File: src/rtl/bus_arb_pkg.sv
// Shared state encoding and field widths for the bus arbiter slice.
package bus_arb_pkg;

    typedef enum logic [1:0] {
        IDLE,
        ISSUE,
        WAIT,
        RESP
    } state_t;

    localparam int unsigned ADDR_W    = 8;
    localparam int unsigned DATA_W    = 32;
    localparam int unsigned ERR_CNT_W = 8;

endpackage

File: src/rtl/rr_arbiter.sv
// Combinational round-robin pick: first active request strictly after last_grant, with wrap.
module rr_arbiter
    import bus_arb_pkg::*;
#(
    parameter int unsigned NUM_REQ = 4,
    parameter int unsigned IDW     = $clog2(NUM_REQ)
) (
    input  logic [NUM_REQ-1:0] req,
    input  logic [IDW-1:0]     last_grant,
    output logic [IDW-1:0]     winner,
    output logic               found
);

    localparam logic [IDW:0] NREQ = (IDW+1)'(NUM_REQ);

    logic [IDW:0] cand;

    always_comb begin
        winner = '0;
        found  = 1'b0;
        cand   = '0;
        // One spare bit holds last_grant+i before the modulo fold back into range.
        for (int unsigned i = 1; i <= NUM_REQ; i++) begin
            cand = {1'b0, last_grant} + (IDW+1)'(i);
            if (cand >= NREQ) begin
                cand = cand - NREQ;
            end
            if (!found && req[cand[IDW-1:0]]) begin
                found  = 1'b1;
                winner = cand[IDW-1:0];
            end
        end
    end

endmodule

File: src/rtl/bus_arbiter.sv
// Round-robin arbiter sharing one single-outstanding bus slave port among NUM_REQ requesters.
module bus_arbiter
    import bus_arb_pkg::*;
#(
    parameter int unsigned NUM_REQ = 4,
    parameter int unsigned TIMEOUT = 16,
    parameter int unsigned IDW     = $clog2(NUM_REQ)
) (
    input  logic                        clk,
    input  logic                        reset,
    input  logic [NUM_REQ-1:0]          req_valid,
    input  logic [NUM_REQ-1:0]          req_write,
    input  logic [NUM_REQ*ADDR_W-1:0]   req_addr,
    input  logic [NUM_REQ*DATA_W-1:0]   req_wdata,
    output logic [NUM_REQ-1:0]          req_ready,
    output logic [DATA_W-1:0]           req_rdata,
    output logic                        req_err,
    output logic                        bus_valid,
    output logic                        bus_write,
    output logic [ADDR_W-1:0]           bus_addr,
    output logic [DATA_W-1:0]           bus_wdata,
    input  logic                        bus_ready,
    input  logic [DATA_W-1:0]           bus_rdata,
    output logic [IDW-1:0]              grant_id,
    output logic                        busy,
    output logic [ERR_CNT_W-1:0]        err_count
);

    localparam int unsigned        CNT_W     = $clog2(TIMEOUT);
    localparam logic [CNT_W-1:0]   LAST_WAIT = CNT_W'(TIMEOUT - 1);
    localparam logic [IDW-1:0]     LAST_IDX  = IDW'(NUM_REQ - 1);
    localparam logic [NUM_REQ-1:0] ONE_HOT0  = NUM_REQ'(1);

    state_t           state;
    logic [IDW-1:0]   last_grant;
    logic [IDW-1:0]   winner;
    logic             found;
    logic [CNT_W-1:0] wait_cnt;

    rr_arbiter #(
        .NUM_REQ (NUM_REQ),
        .IDW     (IDW)
    ) u_rr (
        .req        (req_valid),
        .last_grant (last_grant),
        .winner     (winner),
        .found      (found)
    );

    always_ff @(posedge clk) begin
        if (reset) begin
            state      <= IDLE;
            bus_valid  <= 1'b0;
            bus_write  <= 1'b0;
            bus_addr   <= '0;
            bus_wdata  <= '0;
            req_ready  <= '0;
            req_rdata  <= '0;
            req_err    <= 1'b0;
            err_count  <= '0;
            grant_id   <= '0;
            busy       <= 1'b0;
            last_grant <= LAST_IDX;
            wait_cnt   <= '0;
        end else begin
            case (state)
                IDLE: begin
                    if (found) begin
                        state      <= ISSUE;
                        busy       <= 1'b1;
                        bus_valid  <= 1'b1;
                        bus_write  <= req_write[winner];
                        bus_addr   <= req_addr[32'(winner) * ADDR_W +: ADDR_W];
                        bus_wdata  <= req_wdata[32'(winner) * DATA_W +: DATA_W];
                        grant_id   <= winner;
                        last_grant <= winner;
                        wait_cnt   <= '0;
                    end
                end
                ISSUE: begin
                    bus_valid <= 1'b0;
                    state     <= WAIT;
                end
                WAIT: begin
                    // A response on the final allowed cycle still wins over the timeout.
                    if (bus_ready) begin
                        req_rdata <= bus_write ? '0 : bus_rdata;
                        req_err   <= 1'b0;
                        req_ready <= ONE_HOT0 << grant_id;
                        state     <= RESP;
                    end else if (wait_cnt == LAST_WAIT) begin
                        req_rdata <= '0;
                        req_err   <= 1'b1;
                        req_ready <= ONE_HOT0 << grant_id;
                        if (err_count != '1) begin
                            err_count <= err_count + ERR_CNT_W'(1);
                        end
                        state     <= RESP;
                    end else begin
                        wait_cnt <= wait_cnt + CNT_W'(1);
                    end
                end
                RESP: begin
                    req_ready <= '0;
                    busy      <= 1'b0;
                    state     <= IDLE;
                end
                default: state <= IDLE;
            endcase
        end
    end

endmodule

File: config.mk
export PLATFORM = sky130hd
export DESIGN_NAME = bus_arbiter
export DESIGN_NICKNAME = d
export VERILOG_FILES = /design/src/rtl/bus_arb_pkg.sv /design/src/rtl/rr_arbiter.sv /design/src/rtl/bus_arbiter.sv
export SDC_FILE = /design/constraint.sdc
export NUM_CORES = 1
export LEC_CHECK = 0
export CAP_MARGIN = 30
export CELL_PAD_IN_SITES_DETAIL_PLACEMENT = 0
export CELL_PAD_IN_SITES_GLOBAL_PLACEMENT = 1
export CORE_ASPECT_RATIO = 1.2
export CORE_MARGIN = 4
export CORE_UTILIZATION = 26
export CTS_CLUSTER_SIZE = 10
export DETAILED_ROUTE_END_ITERATION = 8
export GPL_TIMING_DRIVEN = 0
export PLACE_DENSITY_LB_ADDON = 0.1
export SLEW_MARGIN = 0
export SYNTH_ARGS = -nofsm -noshare
export SYNTH_HDL_FRONTEND = slang
export SYNTH_SLANG_ARGS = --single-unit
File: constraint.sdc
create_clock -name clk -period 2.3 [get_ports clk]
set_clock_uncertainty 0.2 [all_clocks]
set_input_delay 0.46 -clock clk [delete_from_list [all_inputs] [get_ports clk]]
set_output_delay 0.46 -clock clk [all_outputs]
set_load 0.02 [all_outputs]
**Yosys cells after proc, flatten, opt, wreduce, memory -nomap -nowiden**

Index checks and enable logic that the tools add are counted.

- Output and inout bits: 90
- Bits of input ports: 203
- Flip-flop bits (word level): 98
- Word-level logic and storage cells: 106

- Bitwise operators: 1
- Reductions and logical operators: 20
- $add $sub $neg: 10
- Order comparisons: 9
- Eq/ne operators: 9
- Muxes and demuxes: 41
- Shift-type cells: 3

Operators with widths:

| cell | number |
|---|---|
| 128-bit by 8-bit variable part select with 32-bit output | 1 |
| 32-bit two-way mux | 3 |
| 32-bit by 6-bit variable part select with 8-bit output | 1 |
| 2-bit two-way mux | 11 |
| 4-bit two-way mux | 5 |
| 4-bit one-hot mux with 2 select lines | 2 |
| 2-bit by 3-bit < comparator with 1-bit output, second input constant | 5 |
| 3-bit >= comparator, second input constant | 4 |
| 1-bit two-way mux | 12 |
| 2-bit AND reduction | 6 |
| 1-bit binary-select mux with 2-bit select | 5 |
| 2-bit nonzero test | 5 |
| 8-bit by 1-bit adder with 8-bit output, second input constant | 1 |
| 8-bit inequality test, second input constant | 1 |
| 2-bit one-hot mux with 4 select lines | 1 |
| 4-bit AND reduction | 2 |
| 2-bit by 1-bit subtractor with 2-bit output, second input constant | 4 |
| 2-bit by 2-bit adder with 3-bit output, second input constant | 2 |
| 2-bit inequality test, second input constant | 3 |
| 4-bit by 1-bit adder with 4-bit output, second input constant | 1 |
| 2-bit == test, second input constant | 2 |
| 4-bit == test, second input constant | 1 |
| 1-bit one-hot mux with 2 select lines | 2 |
| 1-bit by 2-bit << shifter with 4-bit output, first input constant | 1 |
| other kinds (8) | 12 |

**Logic depth before layout (Yosys ltp)**

Gate-level depths: netlist of run 1.

- Word-level depth: 17
- Mapped depth: 8
- Mapped depth without buffers: 7

**Modules after synthesis**

Synthesis of run 1 repeated with hierarchy kept, for this count alone.

- Cells, all modules: 488
- Area, all modules: 4662.0 µm²

By module, submodules not included:

| module | area an instance (µm²) | sequential area each (µm²) | cells an instance | times used |
|---|---|---|---|---|
| bus_arbiter | 4570.6 | 1961.9 | 474 | 1 |
| rr_arbiter | 91.3 | 0.0 | 14 | 1 |

**Least setup slack after synthesis of run 1**

No wires, ideal clock.

- Kind: in2reg
- Start point: input req_valid[0]
- End point: register bus_wdata[10]
- Setup time: 122 ps
- Data arrival time: 1772 ps
- Required time: 1978 ps
- Cell stages on the path: 5
- Buffers on the path: 1
- Slack: 206 ps
- Cell sequence: a21o_1 -> a31oi_1 -> buf_1 -> mux2_2 -> a221o_1

- Longest elaborated chain between the ends: 13
- Elaborated cells between the ends (all ways): 24

RTL lines:

| element | line | source |
|---|---|---|
| start, declared | bus_arbiter.sv:11 | `input logic [NUM_REQ-1:0] req_valid,` |
| 1-bit binary-select mux with 2-bit select | rr_arbiter.sv:28 | `if (!found && req[cand[IDW-1:0]]) begin` |
| 1-bit two-way mux (implied by the code) | rr_arbiter.sv:28 |  |
| 1-bit two-way mux | rr_arbiter.sv:28 |  |
| 1-bit logical NOT | rr_arbiter.sv:28 |  |
| 1-bit logical AND | rr_arbiter.sv:28 |  |
| 1-bit two-way mux | rr_arbiter.sv:28 |  |
| 1-bit logical NOT | rr_arbiter.sv:28 |  |
| 1-bit logical AND | rr_arbiter.sv:28 |  |
| 1-bit two-way mux | rr_arbiter.sv:28 |  |
| 1-bit logical NOT | rr_arbiter.sv:28 |  |
| 1-bit logical AND | rr_arbiter.sv:28 |  |
| 2-bit two-way mux or 1-bit two-way mux (tied branches) | rr_arbiter.sv:28 |  |
| 128-bit by 8-bit variable part select with 32-bit output or 2-bit AND reduction (tied branches) | n/a |  |
| end signal, assigned | bus_arbiter.sv:74 | `bus_wdata <= req_wdata[32'(winner) * DATA_W +: DATA_W];` |
| end, declared | bus_arbiter.sv:21 | `output logic [DATA_W-1:0] bus_wdata,` |

Parallel ways exist; a longest one is shown, timed or not. The select of a mux whose other input is x is not followed.
A chain may end at the register's enable or synchronous reset.

**Worst setup path in the final report of run 1**

- Start point: input req_valid[0]
- End point: register bus_wdata[31]

Same word-level chain as after synthesis.

==> results of run 1 <==
==> flip-flops by register name (all words and copies together) (netlist names) <==
name / cells
bus_wdata: 32
req_rdata: 32
bus_addr: 8
err_count: 8
req_ready: 4
wait_cnt: 4
grant_id: 2
last_grant: 2
state: 2
bus_valid: 1
bus_write: 1
busy: 1
req_err: 1
==> tightest hold or removal path, cell delays in order, from the launching register on <==
cell and delay, ns:
dfxtp_1 0.31, nand2_1 0.05, a21oi_1 0.05
==> cells in the final DEF (no fill, tap or decap), drive strengths merged, types with 2 or more instances in the layout <==
| cell type | synthesis | final |
|---|---|---|
| a211oi | 3 | 3 |
| a21oi | 14 | 14 |
| a221o | 40 | 40 |
| a22oi | 32 | 32 |
| and3 | 4 | 4 |
| buf | 22 | 27 |
| clkbuf | 13 | 23 |
| clkdlybuf4s50 | 0 | 287 |
| clkinv | 0 | 3 |
| dfxtp | 98 | 98 |
| dlygate4sd2 | 0 | 3 |
| ha | 7 | 7 |
| inv | 4 | 8 |
| mux2 | 40 | 40 |
| mux2i | 45 | 45 |
| nand2 | 16 | 16 |
| nand2b | 3 | 3 |
| nand3 | 4 | 4 |
| nand3b | 3 | 3 |
| nand4 | 5 | 5 |
| nand4b | 2 | 2 |
| nor2 | 98 | 98 |
| nor2b | 2 | 2 |
| o211ai | 2 | 2 |
| o21ai | 3 | 3 |
| or2 | 2 | 2 |
| xor2 | 7 | 7 |
==> cell type report <==
type | count | area (sq um)
Clock buffer | 9 | 225
Multi-Input combinational cell | 347 | 2590
Tap cell | 220 | 275
Timing Repair Buffer | 297 | 2950
Fill cell | 1677 | 9420
Inverter | 4 | 15.0
Clock inverter | 7 | 60.1
Antenna cell | 1 | 2.50
Buffer | 35 | 195
Sequential cell | 98 | 1960
==> what timing repair did <==
action | 4_1_cts | 5_1_grt
resized for setup | 9 | 16
setup endpoints to repair | 42 | 61
hold endpoints to repair | 0 | 0
hold buffers | 0 | 0
setup buffers | 3 | 2
pin swaps | 1 | 2
gates cloned | 0 | 1
==> per-layer routing <==
metal / track usage [%] / vias to the layer above
met5: 0 / -
li1: - / 2395
met1: 18.7 / 2339
met4: 5.59 / 0
met2: 31.1 / 191
met3: 4.25 / 20
==> cells by family (layout without fill, tap and decap cells) <==
| group | count (synthesis) | in the layout | share of synthesized area (%) |
|---|---|---|---|
| flip-flops | 98 | 98 | 41.6 |
| adder cells (fa/ha/maj) | 7 | 7 | 1.86 |
| other | 0 | 1 | 0 |
| AO/OA/AOI/OAI | 102 | 102 | 18.3 |
| multiplexers | 85 | 85 | 19.1 |
| AND/OR/NAND/NOR | 145 | 145 | 13.5 |
| buffers and inverters | 39 | 352 | 4.22 |
| XOR/XNOR | 8 | 8 | 1.48 |
==> power breakdown <==
| part | leakage (nW) | internal (mW) | switching, mW |
|---|---|---|---|
| sequential | 0.801 | 2.16 | 0.289 |
| clock | 0.143 | 0.756 | 0.735 |
| combinational | 2.22 | 2.10 | 2.08 |
==> final timing paths <==
| check | start | endpoint |
|---|---|---|
| hold reg to reg | req_ready[1] | req_ready[1] |
| setup reg to reg | last_grant[1] | bus_wdata[31] |
| hold / removal | req_ready[1] | req_ready[1] |
| setup / recovery | req_valid[0] | bus_wdata[31] |
==> metrics.md, run 1 <==
| Metric | Value |
|---|---|
| Worst Hold Class | `reg2reg` |
| Layout cells sized above 1 | `around a tenth` |
| Cell row count | `between 50 and 60` |
| WL met3 | `~1500 um` |
| WHS Path Cells | `2` |
| Metal2 WL | `~9400 um` |
| GP Congestion | `roughly 0.77` |
| Power Density | `about 980 nW/um^2` |
| Placed cell area | `7910 sq um` |
| CTS max path bufs | `2` |
| Initial Util | `around a quarter` |
| WHS | `0.252 ns` |
| CP peak stage delay | `0.33 ns` |
| Final global-route overflow total | `0` |
| Worst EP required | `2.34 ns` |
| Status | `finished clean` |
| CTS buffer count | `9` |
| Total power draw | `roughly 8 mW` |
| Area growth, synth to finish | `75.5%` |
| Finished Layout Cells | `about 1000` |
| Max Cap Violations | `0` |
| Worst slew pin tran | `a little over 0.5 ns` |
| Hold Fails Final Rpt | `0` |
| Synth area leaders | `dfxtp_1, mux2i_1, a221o_1` |
| Vias in the first global route | `5063` |
| Final setup viols | `0` |
| I/O pin cnt | `293` |
| Clock tree sinks | `around 100` |
| Syn nets | `694` |
| Vias per inst | `approximately 4.9` |
| CP Class | `in2reg` |
| Vias | `a little under 5000` |
| H-tree Lvls | `3` |
| Commonest cells in the netlist | `dfxtp_1, nor2_1, mux2i_1` |
| Final non-filler cell area | `just over 8000 sq um` |
| Unrepaired setup endpoints after global routing | `true` |
| Initial DRC Count | `118` |
| First-pass GRT wire length | `approximately 27000 um` |
| Drt drc | `0` |
| Setup TNS | `0 ns` |
| Ys async rst share | `0%` |
| R2r setup slk | `about 0.13 ns` |
| Worst Reg-to-Reg Cells | `7` |
| Synth warnings | `0` |
| Core footprint | `17700 sq um` |
| Detailed Routing Iterations Pass 1 | `4` |
| Final period util | `roughly 98%` |
| Relative slew slack | `~66%` |
| Cells after Synth | `between 400 and 500` |
| Syn Area/Cell | `just under 10 sq um` |
| Final HPWL DP | `between 10000 and 15000 um` |
| Critical path capture point type | `flop` |
| Die H | `approximately 160 um` |
| Placed cells | `between 900 and 1000` |
| CP bufs+invs | `3` |
| Buffers added on ports | `approximately 290` |
| Root Driver | `clkbuf_16` |
| Seq/Total Area, Yosys | `41.6%` |
| Die Span X | `approximately 130 um` |
| CP Cell Sequence | `dlygate4sd2_1, a21o_1, a31oi_2, clkdlybuf4s15_2, buf_4, mux2i_1, nor2_1, a221o_1` |
| Wire per inst | `~18 um` |
| Post-Route WL | `roughly 18000 um` |
| Clock-pin slew on the worst setup and hold paths | `0.07 ns` |
| Synth cell types | `47` |
| Crit path time final | `between 2 and 2.5 ns` |
| Top cell type's share of synthesized area | `slightly above 40%` |
| Final WS setup | `about 0.054 ns` |
| Peak supply drop | `0.319 mV` |
| Worst-path fanout max | `10` |
| CP arrival | `around 2.3 ns` |
| FF+latch count, synth | `~100` |
| Post-synth EDFFs | `0` |
| Die footprint | `~20000 sq um` |
| CP max-delay cell | `dlygate4sd2_1` |
| LEAKAGE | `3.17 nW` |
| Startpoint Class | `input pin` |
| Peak Freq | `roughly 0.45 GHz` |
| Post-Place Setup Slack | `-0.734 ns` |
| Ys flop type | `dfxtp_1` |
| Largest area contributor in the netlist | `dfxtp_1` |
| Slew Limit Fails | `0` |
| TritonCTS clock tree | `yes` |
| Skew-Pair Late Insertion Delay | `around 0.35 ns` |
| Largest net degree at the start of global routing | `19` |
| Nets@finish | `approximately 1000` |
| Count leader, synth | `dfxtp_1` |
| Top delay family on crit path | `buffers and inverters` |
| Post-route antenna net violation count | `0` |
| Metal1 wirelength | `7260 um` |
| Initial antenna violation count | `0` |
| GR Util All Layers | `around 17%` |
| WP depth | `8` |
| Syn Std Cell Area | `approximately 4700 sq um` |
| Core Util, Final | `between 40% and 50%` |
| Highest Signal Layer | `met4` |
No activity file was read; power rests on OpenSTA's default activity.
==> run 2: changes to the inputs <==
--- a/config.mk
+++ b/config.mk
@@ -5,12 +5,13 @@
 export SDC_FILE = /design/constraint.sdc
 export NUM_CORES = 1
 export LEC_CHECK = 0
+export ABC_AREA = 1
 export CAP_MARGIN = 30
 export CELL_PAD_IN_SITES_DETAIL_PLACEMENT = 0
 export CELL_PAD_IN_SITES_GLOBAL_PLACEMENT = 1
 export CORE_ASPECT_RATIO = 1.2
 export CORE_MARGIN = 4
-export CORE_UTILIZATION = 26
+export CORE_UTILIZATION = 27
 export CTS_CLUSTER_SIZE = 10
 export DETAILED_ROUTE_END_ITERATION = 8
 export GPL_TIMING_DRIVEN = 0
==> run 2 against run 1 <==
Effect of this change:
- maximum frequency up 1.7%
- area after synthesis up 31%
- critical endpoint is now bus_addr[1]
- cell area up 26%
- via count up 47%
- die area up 25%
- sequential power down 3%
- worst hold slack better by 0.0084 ns
- critical path depth up 9
- clock-buffer cell count up 1
- routed wire length up 32%
- worst setup slack better by 0.038 ns
==> metrics.md, run 2 <==
| Metric | Value |
|---|---|
| Initial antenna violation count | `1` |
| CP Class | `reg2reg` |
| Ys async rst share | `0%` |
| Final non-filler cell area | `about 10000 sq um` |
| Drt drc | `0` |
| First-pass GRT wire length | `approximately 37000 um` |
| H-tree Lvls | `3` |
| Post-Route WL | `around 24000 um` |
| Synth area leaders | `dfxtp_1, nand3_1, inv_1` |
| Root Driver | `clkbuf_16` |
| Worst EP required | `about 2.4 ns` |
| Die Span X | `~150 um` |
| Top Registers | `bus_wdata: 32 flops, req_rdata: 32 flops` |
| Core footprint | `22500 sq um` |
| Worst reg2reg endpoint | `bus_addr[1]` |
| Max Cap Violations | `0` |
| Final global-route overflow total | `0` |
| Seq/Total Area, Yosys | `approximately a third` |
| Syn Std Cell Area | `between 6000 and 7000 sq um` |
| Post-route antenna net violation count | `0` |
| Final setup viols | `0` |
| Detailed Routing Iterations Pass 1 | `4` |
| Crit path time final | `2.21 ns` |
| Commonest cells in the netlist | `nand3_1, inv_1, nand2_1` |
| Cell row count | `60` |
| Relative slew slack | `roughly 61%` |
| Reg2reg start | `last_grant[0]` |
| FF+latch count, synth | `about 100` |
| Commonest non-fill, non-tap cells in the layout | `clkdlybuf4s50_1, nand3_1, inv_1` |
| R2r setup slk | `roughly 0.092 ns` |
| Most common cell after layout, fill and taps aside | `clkdlybuf4s50_1` |
| CTS buffer count | `9` |
| Die H | `174 um` |
| Layout cells sized above 1 | `roughly a tenth` |
| Wire per inst | `~15 um` |
| Clock-pin slew on the worst setup and hold paths | `~0.080 ns` |
| I/O pin cnt | `~290` |
| Peak Freq | `between 0.4 and 0.5 GHz` |
| Synth cell types | `27` |
| Vias | `about 7200` |
| Syn nets | `1253` |
| Unrepaired setup endpoints after global routing | `true` |
| Synth warnings | `0` |
| Filler cells | `~2400` |
| Slew Limit Fails | `0` |
| LEAKAGE | `just over 5 nW` |
| Count leader, synth | `nand3_1` |
| Peak supply drop | `around 0.67 mV` |
| Top cell type's share of synthesized area | `a little under a third` |
| GP Congestion | `approximately 0.84` |
| TritonCTS clock tree | `yes` |
| Vias per inst | `4.40` |
| Critical path origin | `last_grant[0]` |
| Hold Buf Count CTS | `0` |
| Nets@finish | `around 1600` |
| Power Density | `approximately 1400 nW/um^2` |
| Largest area contributor in the netlist | `dfxtp_1` |
| Critical path capture point type | `flop` |
| Vias in the first global route | `slightly below 7000` |
| CP arrival | `between 2 and 2.5 ns` |
| Worst-path fanout max | `7` |
| Crit path capture | `bus_addr[1]` |
| CTS max path bufs | `2` |
| Status | `finished clean` |
| Cells after Synth | `between 1000 and 1500` |
| Largest net degree at the start of global routing | `19` |
| Final period util | `96.0%` |
| GR Util All Layers | `between 10% and 20%` |
| Skew-Pair Late Insertion Delay | `between 0.3 and 0.4 ns` |
| Area growth, synth to finish | `68.8%` |
| WHS | `~0.26 ns` |
| Buffers added on ports | `just under 300` |
| Worst slew pin tran | `about 0.6 ns` |
| Initial DRC Count | `between 200 and 250` |
| Post-synth EDFFs | `0` |
| Initial Util | `between 20 and 30%` |
| Syn Area/Cell | `approximately 5.9 sq um` |
| Worst Reg-to-Reg Cells | `17` |
| Die footprint | `about 25000 sq um` |
| Final WS setup | `0.0919 ns` |
| Startpoint Class | `flop` |
| Final HPWL DP | `approximately 19000 um` |
| Post-Place Setup Slack | `-0.643 ns` |
| Ys flop type | `dfxtp_1` |
| Hold Fails Final Rpt | `0` |
| Placed cell area | `between 9000 and 10000 sq um` |
| Worst Hold Class | `reg2reg` |
| Clock tree sinks | `between 90 and 100` |
run 2: cell types whose count changed in the layout (fill, tap and decap cells not counted), moves of 11 or more:
cell | before | now
buf_6 | 3 | 16
mux2_1 | 26 | 0
nand3_1 | 4 | 239
inv_1 | 4 | 224
a221o_1 | 40 | 0
mux2_2 | 14 | 0
nand2_1 | 16 | 187
o21ai_0 | 1 | 12
nand2_2 | 0 | 26
a21oi_1 | 14 | 49
a22oi_1 | 32 | 0
mux2i_1 | 45 | 0
run 2: critical path, stage by stage (launching register included):
cell and delay (ns):
dfxtp_4 0.43, clkinv_8 0.09, nand2_2 0.06, nand2_2 0.06
nand2_2 0.08, nand2_2 0.07, nand2_2 0.09, nand2_4 0.07
nor2_4 0.16, nand2_8 0.09, nand2_8 0.11, buf_12 0.14
clkbuf_16 0.14, nand2_1 0.05, nand3_1 0.10, nand3_1 0.09
nand2_1 0.06, inv_1 0.03
run 2: cell type report:
type / instances / area, sq um / area share (%)
clock inverters: 6 / 61.3 / 0.587
repair buffers: 307 / 3170 / 30.3
diodes: 1 / 2.50 / 0.0239
multi-input cells: 651 / 3200 / 30.7
inverters: 231 / 885 / 8.47
clock buffers: 10 / 229 / 2.19
plain buffers: 63 / 582 / 5.57
well taps: 279 / 349 / 3.34
flip-flops and latches: 98 / 1970 / 18.8
run 2: per-stage QoR:
stage / util (%) / setup TNS (ns) / instances / power, mW
after floorplan: - / 0 / 1043 / 8.16
after global placement: 42.0 / -35.98 / 1614 / 11.1
after detailed placement: 42.0 / -35.03 / 1614 / 11.1
after CTS: 43.8 / -0.0278 / 1632 / 13.0
after global routing: 46.4 / -0.928 / 1645 / 15.9
final: 46.4 / 0 / 1646 / 14.7
run 2: how the worst min path moves through the flow:
stage	start	endpoint	slack (ns)	cells after the start
floorplan	wait_cnt[1]	wait_cnt[1]	0.26	2
global placement	req_rdata[9]	req_rdata[9]	0.25	2
detailed placement	req_rdata[25]	req_rdata[25]	0.25	2
CTS	req_rdata[25]	req_rdata[25]	0.26	2
global route	req_rdata[15]	req_rdata[15]	0.28	2
finish	req_rdata[25]	req_rdata[25]	0.26	2
run 2: power by group:
part	total (mW)	switching (mW)	internal, mW
logic	10.8	5.93	4.83
registers	2.38	0.249	2.13
clock network	1.53	0.765	0.761
total	14.7	6.94	7.72
run 2: cells by family after synthesis:
group / synth area share, %
flip-flops: 31.7
AND/OR/NAND/NOR: 40.8
buffers and inverters: 19.7
AO/OA/AOI/OAI: 6.04
adder cells (fa/ha/maj): 1.41
XOR/XNOR: 0.283
run 2: repair_timing:
action,CTS,global route
setup endpoints to repair,81,84
pin swaps,0,23
cloned,0,7
setup buffers,2,6
resized for setup,34,110
run 2: metal layers:
layer	global-route usage [%]	up-vias	share of wire [%]
li1	-	3834	-
met1	21.0	3202	41
met2	32.0	191	50
met3	5.86	16	8.0
met4	4.08	2	0.91
met5	0	-	0.053
==> run 3: changes to the inputs <==
--- a/config.mk
+++ b/config.mk
@@ -6,7 +6,7 @@
 export NUM_CORES = 1
 export LEC_CHECK = 0
 export ABC_AREA = 1
-export CAP_MARGIN = 30
+export CAP_MARGIN = 20
 export CELL_PAD_IN_SITES_DETAIL_PLACEMENT = 0
 export CELL_PAD_IN_SITES_GLOBAL_PLACEMENT = 1
 export CORE_ASPECT_RATIO = 1.2
==> results of run 3 <==
Final layout, timing and power as in run 2 (identical DEF).
